<file path="src/rtl/unidad_control_pkg.sv">
// Opcode map, per-stage control bundles and the combinational opcode decoder
// shared by the pipelined vector control unit.
package unidad_control_pkg;

  localparam logic [3:0] OP_NOP  = 4'h0;
  localparam logic [3:0] OP_VADD = 4'h1;
  localparam logic [3:0] OP_VSUB = 4'h2;
  localparam logic [3:0] OP_VLD  = 4'h3;
  localparam logic [3:0] OP_VST  = 4'h4;
  localparam logic [3:0] OP_VRED = 4'h5;
  localparam logic [3:0] OP_VMUL = 4'h6;
  localparam logic [3:0] OP_VAND = 4'h7;
  localparam logic [3:0] OP_VOR  = 4'h8;
  localparam logic [3:0] OP_VXOR = 4'h9;
  localparam logic [3:0] OP_VMAX = 4'hA;
  localparam logic [3:0] OP_VMIN = 4'hB;
  localparam logic [3:0] OP_SLI  = 4'hC;
  localparam logic [3:0] OP_SADD = 4'hD;
  localparam logic [3:0] OP_VMOV = 4'hE;
  localparam logic [3:0] OP_STRM = 4'hF;

  typedef struct packed {
    logic sel_op;
    logic sel_ad;
    logic sel_int;
  } ex_ctrl_t;

  typedef struct packed {
    logic sum_mem;
    logic sel_mem;
    logic sel_data;
    logic mem_wr;
  } mem_ctrl_t;

  typedef struct packed {
    logic sel_wb;
    logic reg_wrv;
    logic reg_wrs;
  } wb_ctrl_t;

  // Fourteen control fields: four consumed in ID, the rest ride the pipeline.
  typedef struct packed {
    logic      sel_pc;
    logic      reg_rdv;
    logic      reg_rds;
    logic      sel_dest;
    ex_ctrl_t  ex;
    mem_ctrl_t mem;
    wb_ctrl_t  wb;
  } ctrl_t;

  function automatic ctrl_t decode(input logic [3:0] op);
    ctrl_t c;
    c = '0;
    case (op)
      OP_VADD, OP_VSUB: begin
        c.reg_rdv    = 1'b1;
        c.wb.sel_wb  = 1'b1;
        c.wb.reg_wrv = 1'b1;
      end
      OP_VLD: begin
        c.sel_dest     = 1'b1;
        c.reg_rdv      = 1'b1;
        c.mem.sel_mem  = 1'b1;
        c.mem.sel_data = 1'b1;
        c.wb.reg_wrv   = 1'b1;
      end
      OP_VST: begin
        c.sel_dest     = 1'b1;
        c.reg_rdv      = 1'b1;
        c.mem.sel_mem  = 1'b1;
        c.mem.sel_data = 1'b1;
        c.mem.mem_wr   = 1'b1;
      end
      OP_VRED, OP_VMAX, OP_VMIN: begin
        c.reg_rdv    = 1'b1;
        c.reg_rds    = 1'b1;
        c.ex.sel_int = 1'b1;
        c.wb.sel_wb  = 1'b1;
      end
      OP_VMUL, OP_VAND, OP_VOR, OP_VXOR: begin
        c.reg_rdv    = 1'b1;
        c.reg_rds    = 1'b1;
        c.ex.sel_int = 1'b1;
        c.ex.sel_op  = 1'b1;
        c.wb.sel_wb  = 1'b1;
      end
      OP_SLI: begin
        c.sel_dest   = 1'b1;
        c.wb.sel_wb  = 1'b1;
        c.wb.reg_wrs = 1'b1;
      end
      OP_SADD: begin
        c.reg_rds    = 1'b1;
        c.ex.sel_ad  = 1'b1;
        c.wb.sel_wb  = 1'b1;
        c.wb.reg_wrs = 1'b1;
      end
      OP_VMOV: begin
        c.sel_dest     = 1'b1;
        c.reg_rdv      = 1'b1;
        c.mem.sel_data = 1'b1;
        c.wb.reg_wrv   = 1'b1;
      end
      OP_STRM: begin
        c.sel_pc       = 1'b1;
        c.sel_dest     = 1'b1;
        c.reg_rdv      = 1'b1;
        c.mem.sum_mem  = 1'b1;
        c.mem.sel_data = 1'b1;
        c.mem.mem_wr   = 1'b1;
      end
      default: c = '0;
    endcase
    return c;
  endfunction

endpackage

</file>
<file path="src/rtl/unidad_control_pipe_beat.sv">
// Beat sequencer: counts the beats of a vector op sitting in ID and holds
// fetch until the final beat issues.
module vec_beat_seq #(
  parameter int  BEATS  = 2,
  localparam int BEAT_W = (BEATS > 1) ? $clog2(BEATS) : 1
) (
  input  logic              clk,
  input  logic              rst_n,
  input  logic              instr_valid_i,
  input  logic              vector_i,
  input  logic              stall_i,
  input  logic              flush_i,
  output logic [BEAT_W-1:0] beat_o,
  output logic              fetch_hold_o
);

  localparam logic [BEAT_W-1:0] LAST_BEAT = BEAT_W'(BEATS - 1);

  logic [BEAT_W-1:0] beat_q, beat_d;
  logic              last_beat;

  assign last_beat = (beat_q == LAST_BEAT);

  // Stall outranks flush; a flush only lands on an unstalled edge.
  always_comb begin
    beat_d = beat_q;
    if (!stall_i) begin
      if (flush_i) begin
        beat_d = '0;
      end else if (instr_valid_i && vector_i) begin
        beat_d = last_beat ? '0 : beat_q + BEAT_W'(1);
      end
    end
  end

  always_ff @(posedge clk or negedge rst_n) begin
    if (!rst_n) begin
      beat_q <= '0;
    end else begin
      beat_q <= beat_d;
    end
  end

  assign beat_o       = instr_valid_i ? beat_q : '0;
  assign fetch_hold_o = stall_i | (instr_valid_i & vector_i & ~last_beat);

endmodule

</file>
<file path="src/rtl/unidad_control_pipe.sv">
// Pipelined control unit: decodes in ID and carries control bundles with
// valid bits and beat tags through EX, MEM and WB.
module unidad_control_pipe
  import unidad_control_pkg::*;
#(
  parameter int  VLEN   = 8,
  parameter int  LANES  = 4,
  localparam int BEATS  = VLEN / LANES,
  localparam int BEAT_W = (BEATS > 1) ? $clog2(BEATS) : 1
) (
  input  logic              clk,
  input  logic              rst_n,
  input  logic              instr_valid,
  input  logic [3:0]        opcode_in,
  input  logic              stall,
  input  logic              flush,
  output logic              fetch_hold,
  output logic              sel_pc,
  output logic              reg_rdv,
  output logic              reg_rds,
  output logic              sel_dest,
  output logic [BEAT_W-1:0] id_beat,
  output logic              ex_valid,
  output logic              ex_sel_op,
  output logic              ex_sel_ad,
  output logic              ex_sel_int,
  output logic [3:0]        ex_opcode,
  output logic [BEAT_W-1:0] ex_beat,
  output logic              mem_valid,
  output logic              mem_sum_mem,
  output logic              mem_sel_mem,
  output logic              mem_sel_data,
  output logic              mem_wr,
  output logic [BEAT_W-1:0] mem_beat,
  output logic              wb_valid,
  output logic              wb_sel_wb,
  output logic              wb_reg_wrv,
  output logic              wb_reg_wrs,
  output logic [BEAT_W-1:0] wb_beat
);

  ctrl_t id_ctrl;

  assign id_ctrl = instr_valid ? decode(opcode_in) : '0;

  vec_beat_seq #(.BEATS(BEATS)) u_beat_seq (
    .clk           (clk),
    .rst_n         (rst_n),
    .instr_valid_i (instr_valid),
    .vector_i      (id_ctrl.reg_rdv),
    .stall_i       (stall),
    .flush_i       (flush),
    .beat_o        (id_beat),
    .fetch_hold_o  (fetch_hold)
  );

  logic              ex_valid_q,  ex_valid_d;
  logic [3:0]        ex_opcode_q, ex_opcode_d;
  logic [BEAT_W-1:0] ex_beat_q,   ex_beat_d;
  ex_ctrl_t          ex_ex_q,     ex_ex_d;
  mem_ctrl_t         ex_mem_q,    ex_mem_d;
  wb_ctrl_t          ex_wb_q,     ex_wb_d;

  logic              mem_valid_q, mem_valid_d;
  logic [BEAT_W-1:0] mem_beat_q,  mem_beat_d;
  mem_ctrl_t         mem_mem_q,   mem_mem_d;
  wb_ctrl_t          mem_wb_q,    mem_wb_d;

  logic              wb_valid_q,  wb_valid_d;
  logic [BEAT_W-1:0] wb_beat_q,   wb_beat_d;
  wb_ctrl_t          wb_wb_q,     wb_wb_d;

  // Fields are zeroed whenever a stage's valid drops, so bubbles read all-zero.
  always_comb begin
    ex_valid_d  = ex_valid_q;
    ex_opcode_d = ex_opcode_q;
    ex_beat_d   = ex_beat_q;
    ex_ex_d     = ex_ex_q;
    ex_mem_d    = ex_mem_q;
    ex_wb_d     = ex_wb_q;
    mem_valid_d = mem_valid_q;
    mem_beat_d  = mem_beat_q;
    mem_mem_d   = mem_mem_q;
    mem_wb_d    = mem_wb_q;
    wb_valid_d  = wb_valid_q;
    wb_beat_d   = wb_beat_q;
    wb_wb_d     = wb_wb_q;
    if (!stall) begin
      ex_valid_d  = instr_valid & ~flush;
      ex_opcode_d = ex_valid_d ? opcode_in   : '0;
      ex_beat_d   = ex_valid_d ? id_beat     : '0;
      ex_ex_d     = ex_valid_d ? id_ctrl.ex  : '0;
      ex_mem_d    = ex_valid_d ? id_ctrl.mem : '0;
      ex_wb_d     = ex_valid_d ? id_ctrl.wb  : '0;

      mem_valid_d = ex_valid_q & ~flush;
      mem_beat_d  = mem_valid_d ? ex_beat_q : '0;
      mem_mem_d   = mem_valid_d ? ex_mem_q  : '0;
      mem_wb_d    = mem_valid_d ? ex_wb_q   : '0;

      wb_valid_d  = mem_valid_q;
      wb_beat_d   = mem_beat_q;
      wb_wb_d     = mem_wb_q;
    end
  end

  always_ff @(posedge clk or negedge rst_n) begin
    if (!rst_n) begin
      ex_valid_q  <= 1'b0;
      ex_opcode_q <= '0;
      ex_beat_q   <= '0;
      ex_ex_q     <= '0;
      ex_mem_q    <= '0;
      ex_wb_q     <= '0;
      mem_valid_q <= 1'b0;
      mem_beat_q  <= '0;
      mem_mem_q   <= '0;
      mem_wb_q    <= '0;
      wb_valid_q  <= 1'b0;
      wb_beat_q   <= '0;
      wb_wb_q     <= '0;
    end else begin
      ex_valid_q  <= ex_valid_d;
      ex_opcode_q <= ex_opcode_d;
      ex_beat_q   <= ex_beat_d;
      ex_ex_q     <= ex_ex_d;
      ex_mem_q    <= ex_mem_d;
      ex_wb_q     <= ex_wb_d;
      mem_valid_q <= mem_valid_d;
      mem_beat_q  <= mem_beat_d;
      mem_mem_q   <= mem_mem_d;
      mem_wb_q    <= mem_wb_d;
      wb_valid_q  <= wb_valid_d;
      wb_beat_q   <= wb_beat_d;
      wb_wb_q     <= wb_wb_d;
    end
  end

  assign sel_pc       = id_ctrl.sel_pc;
  assign reg_rdv      = id_ctrl.reg_rdv;
  assign reg_rds      = id_ctrl.reg_rds;
  assign sel_dest     = id_ctrl.sel_dest;

  assign ex_valid     = ex_valid_q;
  assign ex_sel_op    = ex_ex_q.sel_op;
  assign ex_sel_ad    = ex_ex_q.sel_ad;
  assign ex_sel_int   = ex_ex_q.sel_int;
  assign ex_opcode    = ex_opcode_q;
  assign ex_beat      = ex_beat_q;

  assign mem_valid    = mem_valid_q;
  assign mem_sum_mem  = mem_mem_q.sum_mem;
  assign mem_sel_mem  = mem_mem_q.sel_mem;
  assign mem_sel_data = mem_mem_q.sel_data;
  assign mem_wr       = mem_mem_q.mem_wr;
  assign mem_beat     = mem_beat_q;

  assign wb_valid     = wb_valid_q;
  assign wb_sel_wb    = wb_wb_q.sel_wb;
  assign wb_reg_wrv   = wb_wb_q.reg_wrv;
  assign wb_reg_wrs   = wb_wb_q.reg_wrs;
  assign wb_beat      = wb_beat_q;

endmodule

</file>
<file path="config.mk">
export PLATFORM = sky130hd
export DESIGN_NAME = unidad_control_pipe
export DESIGN_NICKNAME = d
export VERILOG_FILES = /design/src/rtl/unidad_control_pkg.sv /design/src/rtl/unidad_control_pipe_beat.sv /design/src/rtl/unidad_control_pipe.sv
export SDC_FILE = /design/constraint.sdc
export NUM_CORES = 1
export LEC_CHECK = 0
export ABC_AREA = 1
export BUFFER_PORTS_ARGS = -buffer_cell sky130_fd_sc_hd__buf_2
export CORE_ASPECT_RATIO = 0.7
export CORE_MARGIN = 2
export CORE_UTILIZATION = 45
export DETAILED_ROUTE_END_ITERATION = 10
export PLACE_DENSITY = 0.7
export SLEW_MARGIN = 20
export SYNTH_ARGS = -nofsm -noshare
export SYNTH_HDL_FRONTEND = slang
export SYNTH_SLANG_ARGS = --single-unit
</file>
<file path="constraint.sdc">
create_clock -name clk -period 0.9 [get_ports clk]
set_input_delay 0.045 -clock clk [delete_from_list [all_inputs] [get_ports clk]]
set_output_delay 0.045 -clock clk [all_outputs]
set_load 0.02 [all_outputs]
</file>
Word level (Yosys, flattened, before mapping) --
Cells that the tools add are included.
Word-level totals: flip-flop bits (word level) 31, input bits 9, output and inout bits 26, word-level logic and storage cells 92
Operators by class: $add $sub $neg 1, equal/unequal tests 15, mux-type cells 26, bitwise gates (word level) 8, reduce and logical (&&, ||, !) cells 14
Operators with widths (count):
- equality test 4 bit, second input constant | 8
- two-way mux 1 bit | 19
- equality test 4 x 3 -> 1 bit, second input constant | 4
- two-way mux 14 bit | 1
- OR reduction 13 bit | 1
- two-way mux 4 bit | 3
- OR reduction 4 bit | 3
- OR reduction 11 bit | 1
- two-way mux 3 bit | 3
- equality test 4 x 2 -> 1 bit, second input constant | 2
- OR reduction 8 bit | 1
- OR reduction 7 bit | 1
- OR reduction 2 bit | 3
- OR reduction 5 bit | 1
- bitwise AND 1 bit | 4
- equality test 4 x 1 -> 1 bit, second input constant | 1
- inverter 1 bit | 3
- AND reduction 2 bit | 1
- nonzero test 2 bit | 1
- adder 1 bit, second input constant | 1
- logical AND 1 bit | 1
- OR 1 bit | 1

Longest topological paths before layout --
Gate-level depths: netlist of run 1.
depth in word-level cells 7, mapped depth 7, depth with buffers taken out 7

Cells and area by module --
Synthesis of run 1 repeated with hierarchy kept, for this count alone.
Unflattened totals: cell total of the unflattened synthesis 161, area, all modules 1366.3 µm²
By module, submodules not included:
- unidad_control_pipe | times used 1, cells an instance 148, area an instance 1293.7 µm², sequential area each 750.7 µm²
- vec_beat_seq | times used 1, cells an instance 13, area an instance 72.6 µm², sequential area each 25.0 µm²

Worst setup path before layout of run 1 --
No wires, ideal clock.
kind register to output, from reg u_beat_seq.beat_q, to out fetch_hold, data arrival time 0.895 ns, required time 0.855 ns, path slack -0.040 ns, cell stages (with the launch flop) 2, buffers on the path 0, path through dfrtp_1 -> o21ai_0
On the way: word-level cells in the longest chain between the ends 3
RTL lines:
- start: declaration | RTL line unidad_control_pipe_beat.sv:19 | logic [BEAT_W-1:0] beat_q, beat_d;
- start signal: assignment | RTL line unidad_control_pipe_beat.sv:40 | beat_q <= beat_d;
- inverter 1 bit | RTL line unidad_control_pipe_beat.sv:45 | assign fetch_hold_o = stall_i | (instr_valid_i & vector_i & ~last_beat);
- bitwise AND 1 bit | RTL line unidad_control_pipe_beat.sv:45
- OR 1 bit | RTL line unidad_control_pipe_beat.sv:45
- end: declaration | RTL line unidad_control_pipe.sv:17 | output logic fetch_hold,
No other way between the ends.

Worst setup path in the final report of run 1 --
Same ends and word-level chain as after synthesis.

==> results of run 1 <==
-- cell usage in the layout (no fill, tap or decap), types with 6 or more instances in the layout --
cell type	netlist	layout
nand2_1	37	35
dfrtp_1	31	30
buf_2	2	23
inv_1	20	19
o21ai_0	20	18
buf_4	0	15
nand3_1	6	6
clkbuf_8	0	6
buf_6	2	6
-- critical path, stage by stage, from the launching register on --
cell	delay, ps
dfrtp_1	420
o21ai_2	150
buf_6	130
-- metal layers --
metal,global-route usage,share of wire,up-vias
met3,0.0675,0.059,10
met4,0.0686,0.020,0
met2,0.314,0.46,39
met1,0.254,0.46,564
li1,-,-,578
met5,0,0,-
-- power breakdown --
part / internal (uW) / switching, uW
combinational: 187 / 287
sequential: 1450 / 35.5
clock: 894 / 512
total: 2530 / 834
-- layout make-up --
type / instances / area (um^2) / share of cell area
tap: 36 / 45.0 / 0.0240
clock inverter: 2 / 35.0 / 0.0186
sequential: 31 / 777 / 0.413
timing repair buffer: 49 / 360 / 0.192
multi-input combinational: 90 / 494 / 0.263
clock buffer: 6 / 82.6 / 0.0439
inverter: 22 / 85.1 / 0.0453
-- synth_stat cells (all sizes together) --
| cell type | number |
|---|---|
| a21oi | 2 |
| and3 | 1 |
| o31ai | 1 |
| a32o | 2 |
| inv | 22 |
| nand2 | 41 |
| nor2 | 6 |
| nand3 | 8 |
| nor3 | 2 |
| o211ai | 1 |
| buf | 4 |
| a22oi | 1 |
| dfrtp | 31 |
| o21ai | 21 |
| o22ai | 4 |
-- sequential cells by signal (all words and copies together), names as in the netlist, 3 cells and up --
signal / count
ex_mem_q: 4
ex_opcode: 4
ex_wb_q: 3
mem_wb_q: 3
-- stage by stage --
step / worst slack (ps) / hold WS, ps / total power (uW) / area (um^2) / utilization
global route: -170 / 113 / 3510 / 1880 / 0.666
floorplan: 27.8 / -251 / 1720 / 1360 / -
finish: -120 / 95.1 / 3360 / 1880 / 0.666
CTS: -151 / 68.0 / 3330 / 1780 / 0.629
detailed placement: -7.60 / -41.5 / 1890 / 1610 / 0.570
global placement: 28.2 / -44.8 / 1880 / 1610 / 0.570
-- timing repair --
| action | 4_1_cts | 5_1_grt |
|---|---|---|
| hold endpoints to repair | 31 | 0 |
| pin swaps | 2 | 2 |
| gates resized for setup | 7 | 21 |
| setup endpoints to repair | 4 | 19 |
| hold buffers | 1 | 0 |
| buffers inserted | 3 | 5 |
| cloned | 0 | 0 |
-- worst max-delay path by stage --
stage                            from          end  depth (start not counted)
floorplan                    ex_valid  mem_sel_mem                          2
global placement         opcode_in[1]      reg_rds                          6
detailed placement       opcode_in[1]      reg_rds                          6
CTS                 u_beat_seq.beat_q   fetch_hold                          2
global route        u_beat_seq.beat_q   fetch_hold                          2
finish              u_beat_seq.beat_q   fetch_hold                          2
-- cells by family (layout without fill, tap and decap cells) --
| logic type | after synthesis | in the layout |
|---|---|---|
| simple gates | 58 | 58 |
| flops | 31 | 31 |
| compound gates | 32 | 32 |
| buf+inv | 26 | 79 |
==> flow_summary.ini, run 1 <==
[worst_setup_path]
arrival_ps = 980
reg2reg_setup_slack_ps = 0
worstPathRequired_ps = 850
r2r.worst_path.cells = 2
critical_path_fanouts_max = 4
critPathKind = reg -> out
crit_path_start_kind = flop
critical_path.reg2reg.endpoint = mem_wr
end_kind = output pin
regToRegStartpoint = ex_valid

[yosys]
post_synth_xor_area_fraction = 0
ys_seq_elements = 31
post_synth_inst_count = 147
yosys.area_share.adder = 0
synth-simple-area-share = 0.206
area_share_of_the_leading_cell_type_in_the_synthesized_netlist = 0.572
post_synth_main_area_contributors = dfrtp_1 57%, nand2_1 10%, o21ai_0 7.4%, inv_1 5.5%, nand3_1 2.2%
synth-warning-count = 0
largest_family_of_logic_cells_by_synthesized_area = simple AND/OR/NAND/NOR gates
synth_area_per_cell_um2 = 9.22
proportion_of_synthesized_area_in_mux_cells = 0
synth-compound-area-share = 0.135
mappedNetlistNets = 156
syn_area_um2 = 1360
yosysTopAreaCell = dfrtp_1
synthDistinctLibCells = 25
seq_area_frac_synth = 0.572

[hold_path]
worst_hold_path_type = in -> reg
min_delay_path_depth = 3
min_delay_worst_endpoint = ex_sel_ad
min-delay-start = opcode_in[0]

[drt]
drcViolationCount = 0
detail_route.vias_per_cell = 5.05
vias = 1191
detail_route_antenna_nets = 0
detail_route.wirelength_mm = 3.21
detail_route.first_pass.iterations = 4
detailedRoute.firstIterationViolations = 67
wire_per_inst_um = 13.6

[grt]
groute.usage.overall = 0.198
number_of_global_route_vias_before_repair = 1113
grt_remaining_overflow = 0
grt_start_max_net_pins = 21
initial_antenna_violation_count = 0
global_route_wire_length_before_repair_mm = 5.30

[sta]
fin_skew_ps = 5.00
relSlewSlack = 0.789
rsz_0062_raised_after_global_routing = true
timing_max_transition_violations_final = 0
report.final.hold_viol_count = 0
timing_worst_slew_pin_value_ps = 317
fmax_ghz = 0.980
setup-violations-final = 4
period_share = 1.13
setup_slack_ps = -120
setup-tns-final_ps = -242
min_period_ps = 1020

[cts]
clk_pin_slew_ps = 60
cts_tree = yes
tritoncts.num_buffers = 5
cts_buffer_depth = 2
cts_root_buffer = clkbuf_8
cts-htree-levels = 2
clock_sink_count = 31
worst_skew_late_latency_ps = 280

[final_layout]
antenna_cells_inserted = 0
layout.filler_cells = 236
finalNetCount = 208
area_growth_from_synthesis_to_final_layout_pct = 38.7
post_route_cells_drive_above_1_share = 0.370
final_cell_count_no_fill = 236

[floorplanning]
start_util = 0.480
die_width_um = 69.6
fp.dieArea_um2 = 3470
die_h_um = 49.9
count_of_pins_on_the_block_boundary = 35
placeableCoreArea_um2 = 2820
rows = 16

[placed_design]
globalplace.congestion = 0.908
detailed_placement_hpwl_mm = 2.24
post-place-cells = 219
placement.io_buffers = 34

[outcome]
status = finished with violations
failed_checks = negative setup slack

[pwr]
total_power_divided_by_cell_area_nw_per_um2 = 1790
p_leak_uw = 0.00100
maximum_vdd_ir_drop_uv = 1430

[run]
maxCapViolations = 0
Power figures use the tool's default switching activity.
==> inputs of run 2 (changes only) <==
- clock period: 0.9 -> 1.03 ns (I/O delays scaled with it)
==> run 2 against run 1 <==
  * The flow still finishes with violations (negative setup slack)
  * Global-route usage is 0.52 points higher
  * Cell area decreased by 8.3%
  * First-iteration DRC count up 15%
  * Power decreased by 14%
  * Non-clock buffer count fell by 10
  * Sequential cell count is the same
  * Largest cell class unchanged
  * Largest power group unchanged
  * Highest routed layer unchanged
==> flow_summary.ini, run 2 (synthesized netlist as in run 1, its figures left out) <==
[grt]
groute.layer.met2.usage = 0.303
met3_use_gr = 0.0573
global_route_wire_length_before_repair_mm = 5.42
initial_antenna_violation_count = 0
grt_remaining_overflow = 0
gr-usage-met1 = 0.285
grt_start_max_net_pins = 21
number_of_global_route_vias_before_repair = 1145
busiest_layer = met2
groute.usage.overall = 0.203

[final_layout]
multi_input_area_um2 = 465
layout.filler_cells = 233
ff_latch_area_um2 = 776
final_common_cell = nand2_1
antenna_cells_inserted = 0
most-common-layout-cells = 37 x nand2_1, 32 x buf_2, 31 x dfrtp_1, 19 x inv_1, 19 x o21ai_0
post_route_cells_drive_above_1_share = 0.311
finalNetCount = 198
area_growth_from_synthesis_to_final_layout_pct = 27.2
final_cell_count_no_fill = 226

[cts]
worst_skew_late_latency_ps = 280
clk_pin_slew_ps = 70
cts-htree-levels = 2
cts_buffer_depth = 2
tritoncts.num_buffers = 5
cts_tree = yes
clock_sink_count = 31
cts_root_buffer = clkbuf_8

[outcome]
status = finished with violations
failed_checks = negative setup slack

[floorplanning]
start_util = 0.480
rows = 16
die_h_um = 49.9
placeableCoreArea_um2 = 2820
fp.dieArea_um2 = 3470
die_width_um = 69.6
count_of_pins_on_the_block_boundary = 35

[placed_design]
globalplace.congestion = 0.808
placement.io_buffers = 34
post-place-cells = 216
detailed_placement_hpwl_mm = 2.28

[sta]
relSlewSlack = 0.707
report.final.hold_viol_count = 0
fmax_ghz = 0.955
timing_max_transition_violations_final = 0
setup-violations-final = 1
period_share = 1.02
fin_skew_ps = 6.17
setup_slack_ps = -17.0
rsz_0062_raised_after_global_routing = true
timing_worst_slew_pin_value_ps = 439
min_period_ps = 1050

[drt]
vias = 1163
detail_route.vias_per_cell = 5.15
wire_per_inst_um = 14.1
detail_route.first_pass.iterations = 4
drcViolationCount = 0
detailedRoute.firstIterationViolations = 77
detail_route.wirelength_mm = 3.18
detail_route_antenna_nets = 0

[worst_setup_path]
critPathKind = reg -> out
end_kind = output pin
arrival_ps = 1000
critical_path_fanouts_max = 4
worstPathRequired_ps = 980
crit_path_start_kind = flop

[pwr]
p_leak_uw = 0.000937
maximum_vdd_ir_drop_uv = 1160
total_power_divided_by_cell_area_nw_per_um2 = 1680
p_total_uw = 2890

[hold_path]
worst_hold_path_type = in -> reg

[run]
maxCapViolations = 0
==> run 2: worst paths after layout <==
| kind | start | endpoint | slack [ps] | cells after the start |
|---|---|---|---|---|
| worst max-delay path | u_beat_seq.beat_q | fetch_hold | -20 | 2 |
| worst min-delay path | opcode_in[0] | ex_sel_ad | 80 | 3 |
| worst max register to register | ex_valid | mem_sel_mem | 80 | 2 |
| worst min register to register | ex_sel_int | ex_sel_int | 480 | 2 |
| max in group asynchronous | rst_n | mem_wr | 460 | 3 |
| min in group asynchronous | rst_n | ex_opcode[3] | 170 | 2 |
==> run 2: layout make-up <==
type	count	share of cell area
clock buffers	6	0.0479
clock inverters	2	0.0203
inverters	22	0.0493
multi-input cells	90	0.270
flip-flops and latches	31	0.450
well taps	36	0.0261
repair buffers	39	0.136
==> run 2: power breakdown <==
part	switching (uW)	internal, uW	leakage [uW]
Sequential	31.5	1260	0.000425
Clock	467	782	0.0000612
Combinational	233	118	0.000451
Total	731	2160	0.000937
==> run 2: timing repair <==
action / CTS / global route
pin swaps: 2 / 1
endpoints found under the hold margin: 31 / 0
buffers inserted: 0 / 1
hold buffers: 1 / 0
endpoints found under the setup margin: 2 / 3
resized for setup: 4 / 3
==> run 2: per-layer routing <==
| layer | wire length (um) | share of wire |
|---|---|---|
| met3 | 222 | 0.070 |
| met4 | 33 | 0.010 |
| met5 | 0 | 0 |
| met1 | 1520 | 0.48 |
| met2 | 1410 | 0.44 |
==> run 2: worst max-delay path, stage by stage (launching register included) <==
cell and delay (ps):
dfrtp_1 430, o21ai_2 150, buf_6 130
==> run 2: stage by stage <==
stage                     TNS, ps  area [um^2]  utilization  setup slack [ps]  hold WS, ps
after floorplan                 0         1360            -              84.0         -244
final                       -17.0         1720        0.611             -17.0         78.7
after detailed placement        0         1570        0.557              85.2        -50.6
after global placement          0         1570        0.557               134        -54.2
after global routing        -64.1         1720        0.611             -43.8          102
after CTS                   -31.7         1710        0.605             -31.7         77.6
